`config.mk`:
```
export PLATFORM = sky130hd
export DESIGN_NAME = ac_sequencer
export DESIGN_NICKNAME = d
export VERILOG_FILES = /design/src/rtl/ac_sequencer.sv
export SDC_FILE = /design/constraint.sdc
export NUM_CORES = 1
export LEC_CHECK = 0
export CORE_ASPECT_RATIO = 1.25
export CORE_MARGIN = 2
export CORE_UTILIZATION = 49
export DETAILED_ROUTE_END_ITERATION = 10
export PLACE_DENSITY = 0.8
export SETUP_SLACK_MARGIN = 0.05
export SYNTH_ARGS = -nofsm -noshare
export SYNTH_HDL_FRONTEND = slang
export SYNTH_SLANG_ARGS = --single-unit
```
`constraint.sdc`:
```
create_clock -name clk -period 2.4 [get_ports clk]
set_input_delay 0.72 -clock clk [delete_from_list [all_inputs] [get_ports clk]]
set_output_delay 0.72 -clock clk [all_outputs]
set_load 0.01 [all_outputs]
```
`src/rtl/ac_sequencer.sv`:
```
// ---------------------------------------------------------------------------
// ac_sequencer
//
// Micro-sequencer between the instruction decoder and the AC/ALU datapath.
// It takes one command at a time and expands it into ordered, mutually
// exclusive single-cycle strobes. It also covers the multi-cycle waits on
// the bus (LOAD) and on the ALU.
//
// Handshake: a command transfers on a rising edge where cmd_valid and
// cmd_ready are both high. cmd_ready is high only in IDLE. While the
// sequencer is busy, cmd_valid is ignored and the decoder keeps the command
// stable until it is accepted. cmd_op and cmd_cnt are sampled only on the
// accepting edge.
//
// Ports:
//   clk, rst        clock; asynchronous active-high reset
//   cmd_valid/ready command handshake
//   cmd_op          0 NOP, 1 CLR, 2 INC, 3 LOAD, 4 ALU, 5 STR, 6-7 illegal
//   cmd_cnt         INC repeat count (CNT_W bits)
//   bus_valid       bus data valid, used by LOAD
//   alu_done        ALU result valid
//   alu_start       one-cycle ALU launch pulse
//   ac_write_en     AC loads from bus
//   ac_inc_en       AC increments
//   ac_clr_en       AC clears
//   ac_alu_to_ac    AC loads ALU result
//   ac_to_r         R loads from bus
//   done / err      command-complete pulse / error flag, raised together
//   busy            high whenever the FSM is not IDLE
//   perf_cmd_count  completed-command counter (tied to 0 unless enabled)
//   state_dbg       current FSM state encoding
//
// Optional feature: define AC_SEQ_PERF_EN to build the 16-bit completed
// command counter. It counts every done pulse, errored commands included.
//
// Every output comes straight from a flop. Each flop is updated on the same
// edge as the state transition that causes it.
// ---------------------------------------------------------------------------
module ac_sequencer #(
  parameter int CNT_W       = 8,
  parameter int BUS_TIMEOUT = 16
) (
  input  logic             clk,
  input  logic             rst,
  input  logic             cmd_valid,
  output logic             cmd_ready,
  input  logic [2:0]       cmd_op,
  input  logic [CNT_W-1:0] cmd_cnt,
  input  logic             bus_valid,
  input  logic             alu_done,
  output logic             alu_start,
  output logic             ac_write_en,
  output logic             ac_inc_en,
  output logic             ac_clr_en,
  output logic             ac_alu_to_ac,
  output logic             ac_to_r,
  output logic             done,
  output logic             err,
  output logic             busy,
  output logic [15:0]      perf_cmd_count,
  output logic [2:0]       state_dbg
);

  localparam logic [2:0] OP_NOP  = 3'd0;
  localparam logic [2:0] OP_CLR  = 3'd1;
  localparam logic [2:0] OP_INC  = 3'd2;
  localparam logic [2:0] OP_LOAD = 3'd3;
  localparam logic [2:0] OP_ALU  = 3'd4;
  localparam logic [2:0] OP_STR  = 3'd5;

  localparam int              WAIT_W    = (BUS_TIMEOUT > 1) ? $clog2(BUS_TIMEOUT) : 1;
  localparam logic [WAIT_W-1:0] WAIT_LAST = WAIT_W'(BUS_TIMEOUT - 1);

  typedef enum logic [2:0] {
    S_IDLE     = 3'd0,
    S_CLR      = 3'd1,
    S_INC      = 3'd2,
    S_WAIT_BUS = 3'd3,
    S_ALU_GO   = 3'd4,
    S_ALU_WAIT = 3'd5,
    S_STR      = 3'd6,
    S_DONE     = 3'd7
  } state_t;

  state_t             state;
  logic [CNT_W-1:0]   cnt_q;   // INC pulses still to issue, including the current one
  logic [WAIT_W-1:0]  wait_q;  // WAIT_BUS cycles already spent without bus_valid
  logic               pend_q;  // DONE's first cycle is the command's tail; done comes next
  logic               err_q;   // error to report with the deferred done

  assign state_dbg = state;

  always_ff @(posedge clk or posedge rst) begin
    if (rst) begin
      state        <= S_IDLE;
      cnt_q        <= '0;
      wait_q       <= '0;
      pend_q       <= 1'b0;
      err_q        <= 1'b0;
      cmd_ready    <= 1'b1;
      busy         <= 1'b0;
      alu_start    <= 1'b0;
      ac_write_en  <= 1'b0;
      ac_inc_en    <= 1'b0;
      ac_clr_en    <= 1'b0;
      ac_alu_to_ac <= 1'b0;
      ac_to_r      <= 1'b0;
      done         <= 1'b0;
      err          <= 1'b0;
    end else begin
      // Strobes and completion flags are single-cycle unless re-asserted below.
      alu_start    <= 1'b0;
      ac_write_en  <= 1'b0;
      ac_inc_en    <= 1'b0;
      ac_clr_en    <= 1'b0;
      ac_alu_to_ac <= 1'b0;
      ac_to_r      <= 1'b0;
      done         <= 1'b0;
      err          <= 1'b0;

      case (state)
        S_IDLE: begin
          if (cmd_valid && cmd_ready) begin
            cmd_ready <= 1'b0;
            busy      <= 1'b1;
            err_q     <= 1'b0;
            pend_q    <= 1'b0;
            case (cmd_op)
              OP_NOP: begin
                // No strobe to issue. The extra DONE cycle keeps the latency
                // equal to a single-strobe command.
                state  <= S_DONE;
                pend_q <= 1'b1;
              end
              OP_CLR: begin
                state     <= S_CLR;
                ac_clr_en <= 1'b1;
              end
              OP_INC: begin
                if (cmd_cnt != '0) begin
                  state     <= S_INC;
                  cnt_q     <= cmd_cnt;
                  ac_inc_en <= 1'b1;
                end else begin
                  state  <= S_DONE;
                  pend_q <= 1'b1;
                end
              end
              OP_LOAD: begin
                state  <= S_WAIT_BUS;
                wait_q <= '0;
              end
              OP_ALU: begin
                state     <= S_ALU_GO;
                alu_start <= 1'b1;
              end
              OP_STR: begin
                state   <= S_STR;
                ac_to_r <= 1'b1;
              end
              default: begin
                state  <= S_DONE;
                pend_q <= 1'b1;
                err_q  <= 1'b1;
              end
            endcase
          end
        end

        S_CLR, S_STR: begin
          state <= S_DONE;
          done  <= 1'b1;
        end

        S_INC: begin
          // cnt_q == 1 means the pulse now on the output is the last one.
          if (cnt_q > CNT_W'(1)) begin
            cnt_q     <= cnt_q - CNT_W'(1);
            ac_inc_en <= 1'b1;
          end else begin
            state <= S_DONE;
            done  <= 1'b1;
          end
        end

        S_WAIT_BUS: begin
          // bus_valid is tested before the timeout, so a bus_valid in the
          // last permitted cycle still counts as a successful load.
          if (bus_valid) begin
            ac_write_en <= 1'b1;
            state       <= S_DONE;
            pend_q      <= 1'b1;
          end else if (wait_q == WAIT_LAST) begin
            state <= S_DONE;
            done  <= 1'b1;
            err   <= 1'b1;
          end else begin
            wait_q <= wait_q + WAIT_W'(1);
          end
        end

        S_ALU_GO: begin
          // alu_done is not sampled here, so a done in the launch cycle is ignored.
          state <= S_ALU_WAIT;
        end

        S_ALU_WAIT: begin
          if (alu_done) begin
            ac_alu_to_ac <= 1'b1;
            state        <= S_DONE;
            pend_q       <= 1'b1;
          end
        end

        S_DONE: begin
          if (pend_q) begin
            pend_q <= 1'b0;
            done   <= 1'b1;
            err    <= err_q;
          end else begin
            state     <= S_IDLE;
            cmd_ready <= 1'b1;
            busy      <= 1'b0;
          end
        end

        default: begin
          state     <= S_IDLE;
          cmd_ready <= 1'b1;
          busy      <= 1'b0;
        end
      endcase
    end
  end

`ifdef AC_SEQ_PERF_EN
  logic [15:0] perf_q;

  // Counts every done pulse and wraps from 16'hFFFF to 0.
  always_ff @(posedge clk or posedge rst) begin
    if (rst) begin
      perf_q <= 16'd0;
    end else if (done) begin
      perf_q <= perf_q + 16'd1;
    end
  end

  assign perf_cmd_count = perf_q;
`else
  assign perf_cmd_count = 16'd0;
`endif

endmodule

```
## Yosys cells after proc, flatten, opt, wreduce, memory -nomap -nowiden

Index checks and enable logic that the tools add are counted.

- Bits of input ports: 16
- Logic and storage cells: 117
- Output and inout bits: 29
- Register bits after elaboration: 27

- Eq/ne operators: 25
- Add/subtract/negate cells: 2
- $lt $le $gt $ge: 1
- Multiplexer cells: 57
- Reductions and logical operators: 17

Operators by type and width:

| kind | count |
|---|---|
| $mux W8 | 4 |
| $mux W1 | 31 |
| $mux W3 | 7 |
| $pmux W3 S7 | 1 |
| $eq A3 B3 Y1 const B | 6 |
| $ne A2 B2 Y1 const B | 9 |
| $mux W4 | 4 |
| $pmux W8 S2 | 1 |
| $pmux W3 S5 | 1 |
| $reduce_and A5 Y1 | 3 |
| $eq A3 B2 Y1 const B | 4 |
| $pmux W1 S2 | 5 |
| $gt A8 B1 Y1 const B | 1 |
| $pmux W1 S4 | 2 |
| $pmux W4 S2 | 1 |
| $reduce_bool A8 Y1 | 1 |
| $sub A8 B1 Y8 const B | 1 |
| $eq A3 B1 Y1 const B | 2 |
| $logic_not A3 Y1 | 2 |
| $reduce_bool A2 Y1 | 3 |
| $reduce_or A6 Y1 | 1 |
| $add A4 B1 Y4 const B | 1 |
| $eq A4 B4 Y1 const B | 1 |
| $ne A2 B1 Y1 const B | 2 |
| other kinds (8) | 8 |

## Depth between registers and ports, before layout

Gate-level depths: netlist (run 1).

- Depth in word-level cells: 5
- Gate-level depth with buffers: 7
- Depth with buffers taken out: 7

## Worst setup path after synthesis (run 1)

Ideal clock, no wire load.

- Path type: input-to-reg
- Start point: input cmd_op[2]
- End point: register cnt_q[1]
- Arrival: 2.040 ns
- Buffers on the path: 1
- Data required time: 2.273 ns
- Setup time: 0.127 ns
- Stages on the path: 6
- Path slack: 0.233 ns
- Cell sequence: clkbuf_1 > nand2b_1 > a211oi_1 > o22ai_4 > inv_2 > mux2_1

- Word-level cells in the longest chain between the ends: 3

Ends and longest elaborated chain:

| what | line | text |
|---|---|---|
| from (decl) | 47 | `input logic [2:0] cmd_op,` |
| $eq A3 B2 Y1 | 128 | `case (cmd_op)` |
| $ne A2 B1 Y1 (no source line) | -- |  |
| $reduce_and A5 Y1 (no source line) | -- |  |
| to (signal assigned) | 142 | `cnt_q <= cmd_cnt;` |
| to (signal assigned) | 178 | `cnt_q <= cnt_q - CNT_W'(1);` |
| to (decl) | 86 | `logic [CNT_W-1:0] cnt_q;` |

Every way passes these cells.
A chain may end at the register's enable or synchronous reset.

## Final worst setup path (run 1)

- Start point: input cmd_cnt[6]
- End point: register cnt_q[1]

- Word-level cells in the longest chain between the ends: 3

Ends and longest elaborated chain:

| what | line | text |
|---|---|---|
| from (decl) | 48 | `input logic [CNT_W-1:0] cmd_cnt,` |
| $reduce_bool A8 Y1 | 140 | `if (cmd_cnt != '0) begin` |
| $ne A2 B2 Y1 (no source line) | -- |  |
| $reduce_and A5 Y1 (no source line) | -- |  |

Every way passes these cells.

==> flow_summary.yaml, run 1 <==
outcome:
  status: "finished clean"
timing:
  tns_ns: 0
  slew_viol_final: 0
  period_share_pct: 92.3
  final.min_clock_period_ns: 2.22
  hold_viol: 0
  worst_pin_slew_ns: 0.690
  rsz0062_at_grt: "false"
  setup_viol: 0
  max_freq_mhz: 451
  fin_skew_ns: 0.00506
  relSlewSlack_pct: 53.6
clock_network:
  cts_post_setup_buffers_inserted: 0
  insertion_delay_ns: 0.28
  clk_pin_slew_ns: 0.09
  clockBufferDepth: 2
  htreeDepth: 1
  clkSinkCount: 27
  tritoncts: "done"
  numCtsBuffers: 3
  root_buffer: "clkbuf_8"
worst_hold_path:
  min_path_cells: 2
  min_to: "err_q"
  hold_class: "reg -> reg"
  worstHoldStart: "err_q"
global_routing:
  grt_usage_pct: 21.4
  grt_max_degree: 28
  grt_pass1_vias: 1590
  grt_pass1_wl_mm: 6.99
  gr-total-overflow: 0
  antenna_found_initial: 0
power:
  power_density_nw_per_um2: 376
  p_total_uw: 823
  ir_worst_vdd_mv: 0.269
  leakage_nw: 0.951
synthesis:
  syn-cell-area_um2: 1780
  yosysUniqueCellTypes: 52
  synth_top_cell_by_area: "dfrtp_1"
  synthTopCellsByArea: "dfrtp_1 37%, buf_4 7.2%, a21oi_1 4.8%, a31oi_1 3.5%, o21ai_0 2.5%"
  ys_top_cells_by_count: "26 x dfrtp_1, 17 x a21oi_1, 17 x buf_4, 12 x inv_1"
  ys_ff_latch: 27
  yosysSeqAreaShare_pct: 38.1
  avgSynthCellArea_um2: 9.01
  synth_edf_count: 0
  async_reset_ff_share_pct: 100
  yosys_warnings: 0
  synth_flop_cell: "dfrtp_1"
  yosysTopAreaCellShare_pct: 36.6
  syn_inst: 197
  yosys.cell_count.top_type: "dfrtp_1"
setup_path:
  worst-path-max-fanout: 3
  cp-start-kind: "input port"
  ff2ff_path_depth: 7
  crit_type: "in -> reg"
  worstPathRequired_ns: 2.57
  rr_startpoint: "cnt_q[0]"
  cp_data_arrival_time_ns: 2.38
  r2r_end: "cnt_q[1]"
  reg2reg_setup_slack_ns: 0.35
  crit_path_end_kind: "register"
placement:
  dp_cells: 274
  dpl_cell_area_um2: 2140
  io_buffer_count: 28
  hpwl_mm: 3.13
  place_congestion: 0.849
detailed_routing:
  drt-initial-drc-count: 66
  vias_per_cell: 5.83
  vias: 1620
  wl_per_cell_um: 14.6
  wl_mm: 4.07
  first_pass_iters: 4
  antenna_left: 0
  drc: 0
die:
  die_x_um: 57.8
  die-height_um: 71.3
  io_pins: 45
  initial_core_util_pct: 51.0
  rows: 24
  die_area_um2: 4120
  core_um2: 3480
layout:
  n_antenna_cell: 0
  fill_cells: 297
  drive_above_1_share_pct: 15.1
  nets: 259
  syn2layout_area_growth_pct: 23.3
  final_cell_count_no_fill: 278
  finalInstanceArea_um2: 2190
flow_run:
  drv_cap: 0
[worst max-delay path by stage]
stage | startpoint | to | slack [ns] | cells after the start
2_1_floorplan | cmd_op[2] | cnt_q[1] | 0.23 | 6
3_3_place_gp | cmd_cnt[6] | cnt_q[1] | -0.04 | 6
3_5_place_dp | cmd_cnt[6] | cnt_q[1] | -0.14 | 6
4_1_cts | cmd_cnt[6] | cnt_q[1] | 0.16 | 6
5_1_grt | cmd_cnt[6] | cnt_q[1] | 0.11 | 6
6_report | cmd_cnt[6] | cnt_q[1] | 0.18 | 6
[timing repair]
action	in CTS	in global routing
endpoints found under the hold margin	0	0
hold buffers	0	0
resized for setup	0	1
endpoints found under the setup margin	0	1
[layout by cell type, fill, tap and decap left out, drive strengths merged, types with 5 or more instances in the layout]
master         instances
buf                   21
clkdlybuf4s50         28
inv                   13
nor3b                  5
a31oi                 10
nor3                   6
nor2                  10
nand2                  9
dfrtp                 26
nand3                  5
conb                  16
a21oi                 17
o21ai                 11
nor4                   5
[state kept, by name (all words and copies together) (netlist names)]
name	count
pend_q	1
ac_to_r	1
wait_q	4
state_dbg	3
ac_clr_en	1
cmd_ready	1
err	1
busy	1
err_q	1
alu_start	1
ac_inc_en	1
ac_alu_to_ac	1
ac_write_en	1
done	1
cnt_q	8
[worst max-delay path: stages]
cell and delay (ns):
clkdlybuf4s50_1 0.44, nor4_2 0.49, a211oi_2 0.19, o22ai_4 0.19, inv_2 0.06, mux2_1 0.30
[layer usage]
metal | wire [um] | track usage, % | vias up
li1 | - | - | 783
met1 | 1700 | 26.6 | 777
met2 | 2120 | 37.8 | 49
met3 | 133 | 2.17 | 11
met4 | 116 | 8.53 | 0
met5 | 0 | 0 | -
[cell type report]
type / instances / area, um^2 / area share [%]
multi-input combinational: 146 / 931 / 42.5
timing repair buffer: 49 / 438 / 20.0
inverter: 13 / 48.8 / 2.23
clock buffer: 4 / 45.0 / 2.06
tap: 39 / 48.8 / 2.23
sequential: 27 / 677 / 30.9
[where the power goes]
group          internal, mW  switching (mW)
sequential            0.457         0.00255
clock                 0.119           0.153
combinational        0.0432          0.0480
total                 0.620           0.204
[logic make-up after synthesis]
kind of cell | Yosys count | share of synthesized area [%]
adder cells (fa/ha/maj) | 3 | 2.11
XOR/XNOR | 1 | 0.493
multiplexers | 2 | 1.27
flip-flops | 27 | 38.1
buffers and inverters | 39 | 12.9
AND/OR/NAND/NOR | 61 | 21.2
AO/OA/AOI/OAI | 63 | 23.7
other | 1 | 0.211
[stage by stage]
step           hold WS (ns)  utilization [%]  worst slack [ns]
4_1_cts               0.530             62.7             0.157
5_1_grt               0.558             62.8             0.107
3_5_place_dp          0.508             61.4            -0.139
6_report              0.513             62.8             0.185
3_3_place_gp          0.494             61.4           -0.0448
2_1_floorplan         0.451                -             0.233
(Power assumes the default switching activity.)
==> run 2: changes to the inputs <==
CORE_MARGIN = 8   (was 2)
==> flow_summary.yaml, run 2 (synthesized netlist as in run 1, its figures left out) <==
outcome:
  status: "finished clean"
placement:
  place_congestion: 0.898
  io_buffer_count: 28
  hpwl_mm: 3.34
  dpl_cell_area_um2: 2150
clock_network:
  cts_post_setup_buffers_inserted: 0
  cts-resized-gates: 0
  numCtsBuffers: 3
  tritoncts: "done"
  clkSinkCount: 27
  clockBufferDepth: 2
  cts_hold_buf: 0
  htreeDepth: 1
  root_buffer: "clkbuf_8"
  clk_pin_slew_ns: 0.10
  insertion_delay_ns: 0.28
die:
  core_um2: 3480
  initial_core_util_pct: 51.0
  rows: 24
  die_x_um: 69.8
  die-height_um: 83.3
  die_area_um2: 5820
  io_pins: 45
layout:
  layout_commonest_cell: "clkdlybuf4s50_1"
  syn2layout_area_growth_pct: 23.6
  top_register: "cnt_q"
  finalInstanceArea_um2: 2190
  final_cell_mix: "28 x clkdlybuf4s50_1, 26 x dfrtp_1, 22 x buf_4"
  drive_above_1_share_pct: 15.4
  n_antenna_cell: 0
  largest_reg_flops: 8
  nets: 260
setup_path:
  crit_type: "reg -> out"
  cp-start-kind: "register"
  critPathMaxStageDelay_ns: 0.62
  crit_family: "buffers and inverters"
  worstPathRequired_ns: 1.68
  crit_path_end_kind: "output port"
  worst-path-max-fanout: 14
  cp_data_arrival_time_ns: 1.51
  cp_cell_sequence: "clkdlybuf4s50_1"
  crit_slowest_cell: "clkdlybuf4s50_1"
  cp.buffers_inverters: 1
power:
  power_density_nw_per_um2: 376
  combPwrFrac_pct: 11.1
  switching_power_uw: 208
  seqPwrFrac_pct: 55.7
  p_clk_share_pct: 33.2
  p_total_uw: 826
  p_int_uw: 618
  leakage_nw: 0.953
  switching_share_pct: 25.2
  ir_worst_vdd_mv: 0.256
timing:
  slew_viol_final: 0
  relSlewSlack_pct: 64.0
  period_share_pct: 93.0
  hold_slack_ns: 0.535
  max_freq_mhz: 448
  worst_pin_slew_ns: 0.537
  setup_viol: 0
  rsz0062_at_grt: "false"
  hold_viol: 0
  fin_skew_ns: 0.00773
  final.min_clock_period_ns: 2.23
detailed_routing:
  vias: 1575
  first_pass_iters: 4
  wl_per_cell_um: 15.5
  drt-initial-drc-count: 105
  wl_mm: 4.34
  antenna_left: 0
  vias_per_cell: 5.65
  drc: 0
flow_run:
  drv_cap: 0
global_routing:
  grt_usage_pct: 14.8
  grt_pass1_vias: 1622
  antenna_found_initial: 0
  gr-total-overflow: 0
  grt_max_degree: 28
  grt_pass1_wl_mm: 7.42
worst_hold_path:
  hold_class: "reg -> reg"
run 2: cell count changes in the layout (fill, tap and decap cells not counted), sizes merged:
cell / delta
clkbuf: -1
clkinvlp: +1
buf: +1
run 2: routing by layer:
layer	global-route usage, %	vias to the layer above	share of wire [%]	wire [um]
met5	0	-	0	0
met4	6.41	0	3.1	133
met3	2.62	13	4.8	210
met2	25.6	46	50	2180
met1	17.2	734	42	1810
li1	-	782	-	-
run 2: area by class of cell:
class | count | area, um^2
multi-input combinational | 146 | 926
clock inverter | 1 | 7.51
sequential | 27 | 677
fill | 315 | 1290
clock buffer | 3 | 41.3
timing repair buffer | 50 | 445
tap | 39 | 48.8
inverter | 13 | 48.8
run 2: worst paths after layout:
kind / startpoint / slack, ns / to / depth (start not counted)
min in group asynchronous: rst / 0.79 / ac_clr_en / 3
max in group asynchronous: rst / 1.31 / cmd_ready / 3
worst min-delay path: err_q / 0.53 / err_q / 2
worst max register to register: cnt_q[0] / 0.25 / cnt_q[1] / 7
worst min register to register: err_q / 0.53 / err_q / 2
worst max-delay path: state_dbg[0] / 0.17 / state_dbg[0] / 1
run 2: per-stage QoR:
step                utilization, %  setup slack, ns  TNS, ns  instances
floorplan                        -            0.233        0        212
global placement              61.6          -0.0299  -0.0299        275
detailed placement            61.6          -0.0462  -0.0462        275
CTS                           63.0            0.171        0        279
global route                  63.0            0.112        0        279
finish                        63.0            0.167        0        279
run 2: power groups by stage:
stage               combinational, mW  sequential (mW)  clock (mW)
finish                         0.0915            0.460       0.275
global placement               0.0896            0.469           0
detailed placement             0.0908            0.469           0
floorplan                      0.0619            0.468           0
global route                    0.102            0.460       0.290
CTS                            0.0912            0.460       0.276
run 2: worst register-to-register path: stages, from the launching register on:
cell and delay (ns):
dfrtp_1 0.40, inv_1 0.07, ha_1 0.24, or2_2 0.32
a31oi_1 0.48, o22ai_4 0.15, inv_2 0.09, mux2_1 0.31
==> run 3: changes to the inputs <==
MAX_ROUTING_LAYER = met4   (was default)
PLACE_DENSITY = 0.83   (was 0.8)
==> flow_summary.yaml, run 3 (synthesized netlist as in run 1, its figures left out) <==
power:
  leakage_nw: 0.954
  ir_worst_vdd_mv: 0.239
  p_total_uw: 819
  power_density_nw_per_um2: 374
global_routing:
  grt_usage_pct: 15.6
  antenna_found_initial: 0
  grt_max_degree: 28
  gr-total-overflow: 0
  use_met1_pct: 17.4
  grt_pass1_wl_mm: 7.59
  grt_use_met2_pct: 27.3
  grt_pass1_vias: 1607
  use_met3_pct: 2.62
  grt-busiest-layer: "met2"
outcome:
  status: "finished clean"
clock_network:
  cts_post_setup_buffers_inserted: 0
  htreeDepth: 1
  insertion_delay_ns: 0.28
  numCtsBuffers: 3
  cts_hold_buf: 0
  clkSinkCount: 27
  clockBufferDepth: 2
  clk_pin_slew_ns: 0.09
  root_buffer: "clkbuf_8"
  tritoncts: "done"
  cts-resized-gates: 0
placement:
  place_congestion: 0.892
  dp_cells: 275
  hpwl_mm: 3.45
  io_buffer_count: 28
  pre_cts_ws_ns: -0.106
detailed_routing:
  wl_per_cell_um: 16.2
  vias_per_cell: 5.82
  antenna_left: 0
  drc: 0
  drt-initial-drc-count: 140
  vias: 1625
  wl_mm: 4.51
  first_pass_iters: 4
setup_path:
  worst-path-max-fanout: 3
  crit_type: "in -> reg"
  crit_slowest_cell: "clkdlybuf4s50_1"
  crit_path_end_kind: "register"
  cp_cell_sequence: "clkdlybuf4s50_1 > nor4_2 > a211oi_1 > o22ai_4 > inv_2 > mux2_1"
  cp-start-kind: "input port"
  cp_data_arrival_time_ns: 2.36
  critPathMaxStageDelay_ns: 0.44
  worstPathRequired_ns: 2.56
layout:
  final_cell_count_no_fill: 279
  top_register: "cnt_q"
  final_util_pct: 62.9
  syn2layout_area_growth_pct: 23.4
  layout_commonest_cell: "clkdlybuf4s50_1"
  n_antenna_cell: 0
  largest_reg_flops: 8
  fill_cells: 300
  drive_above_1_share_pct: 15.0
  final_cell_mix: "28 x clkdlybuf4s50_1, 26 x dfrtp_1, 22 x buf_4"
  nets: 260
timing:
  slew_viol_final: 0
  fin_skew_ns: 0.0113
  setup_slack_ns: 0.201
  period_share_pct: 91.6
  setup_viol: 0
  hold_viol: 0
  rsz0062_at_grt: "false"
  tns_ns: 0
  final.min_clock_period_ns: 2.20
  max_freq_mhz: 455
worst_hold_path:
  hold_class: "reg -> reg"
die:
  die-height_um: 83.3
  die_area_um2: 5820
  core_um2: 3480
  io_pins: 45
  die_x_um: 69.8
  initial_core_util_pct: 51.0
  rows: 24
flow_run:
  drv_cap: 0
run 3: cell types whose count changed in the layout (fill, tap and decap cells not counted):
cell / before / now
clkinvlp_4: 1 / 0
clkbuf_1: 0 / 1
run 3: final cells by class:
| type | count | area [um^2] | share of cell area (%) |
|---|---|---|---|
| Sequential cell | 27 | 677 | 30.9 |
| Tap cell | 39 | 48.8 | 2.23 |
| Timing Repair Buffer | 50 | 445 | 20.3 |
| Clock buffer | 4 | 45.0 | 2.06 |
| Inverter | 13 | 48.8 | 2.23 |
| Multi-Input combinational cell | 146 | 926 | 42.3 |
run 3: path summary, 6_finish.rpt:
check	cells past startpoint	slack, ns	endpoint	startpoint
min reg2reg	2	0.52	err_q	err_q
min	2	0.52	err_q	err_q
max reg2reg	7	0.33	cnt_q[1]	cnt_q[0]
min in group asynchronous	3	0.79	cnt_q[2]	rst
max	6	0.20	cnt_q[1]	cmd_cnt[6]
max in group asynchronous	3	1.31	cmd_ready	rst
run 3: critical path, delay by kind of cell:
kind | cells | cell delay [ns]
buffers and inverters | 2 | 0.49
AND/OR/NAND/NOR | 1 | 0.43
AO/OA/AOI/OAI | 2 | 0.41
multiplexers | 1 | 0.30
run 3: report_power, final:
group / switching (mW) / internal, mW / leakage [nW]
clock network: 0.148 / 0.119 / 0.0228
logic: 0.0498 / 0.0426 / 0.618
registers: 0.00268 / 0.457 / 0.314
run 3: layer usage:
layer | part of all wire, % | vias to the layer above
met5 | 0 | -
met4 | 2.1 | 0
met3 | 4.2 | 9
met2 | 51 | 49
met1 | 42 | 777
li1 | - | 790
run 3: per-stage QoR:
stage	hold slack [ns]	instance area (um^2)
floorplan	0.451	1830
global placement	0.501	2150
detailed placement	0.508	2150
CTS	0.529	2190
global route	0.549	2190
finish	0.517	2190
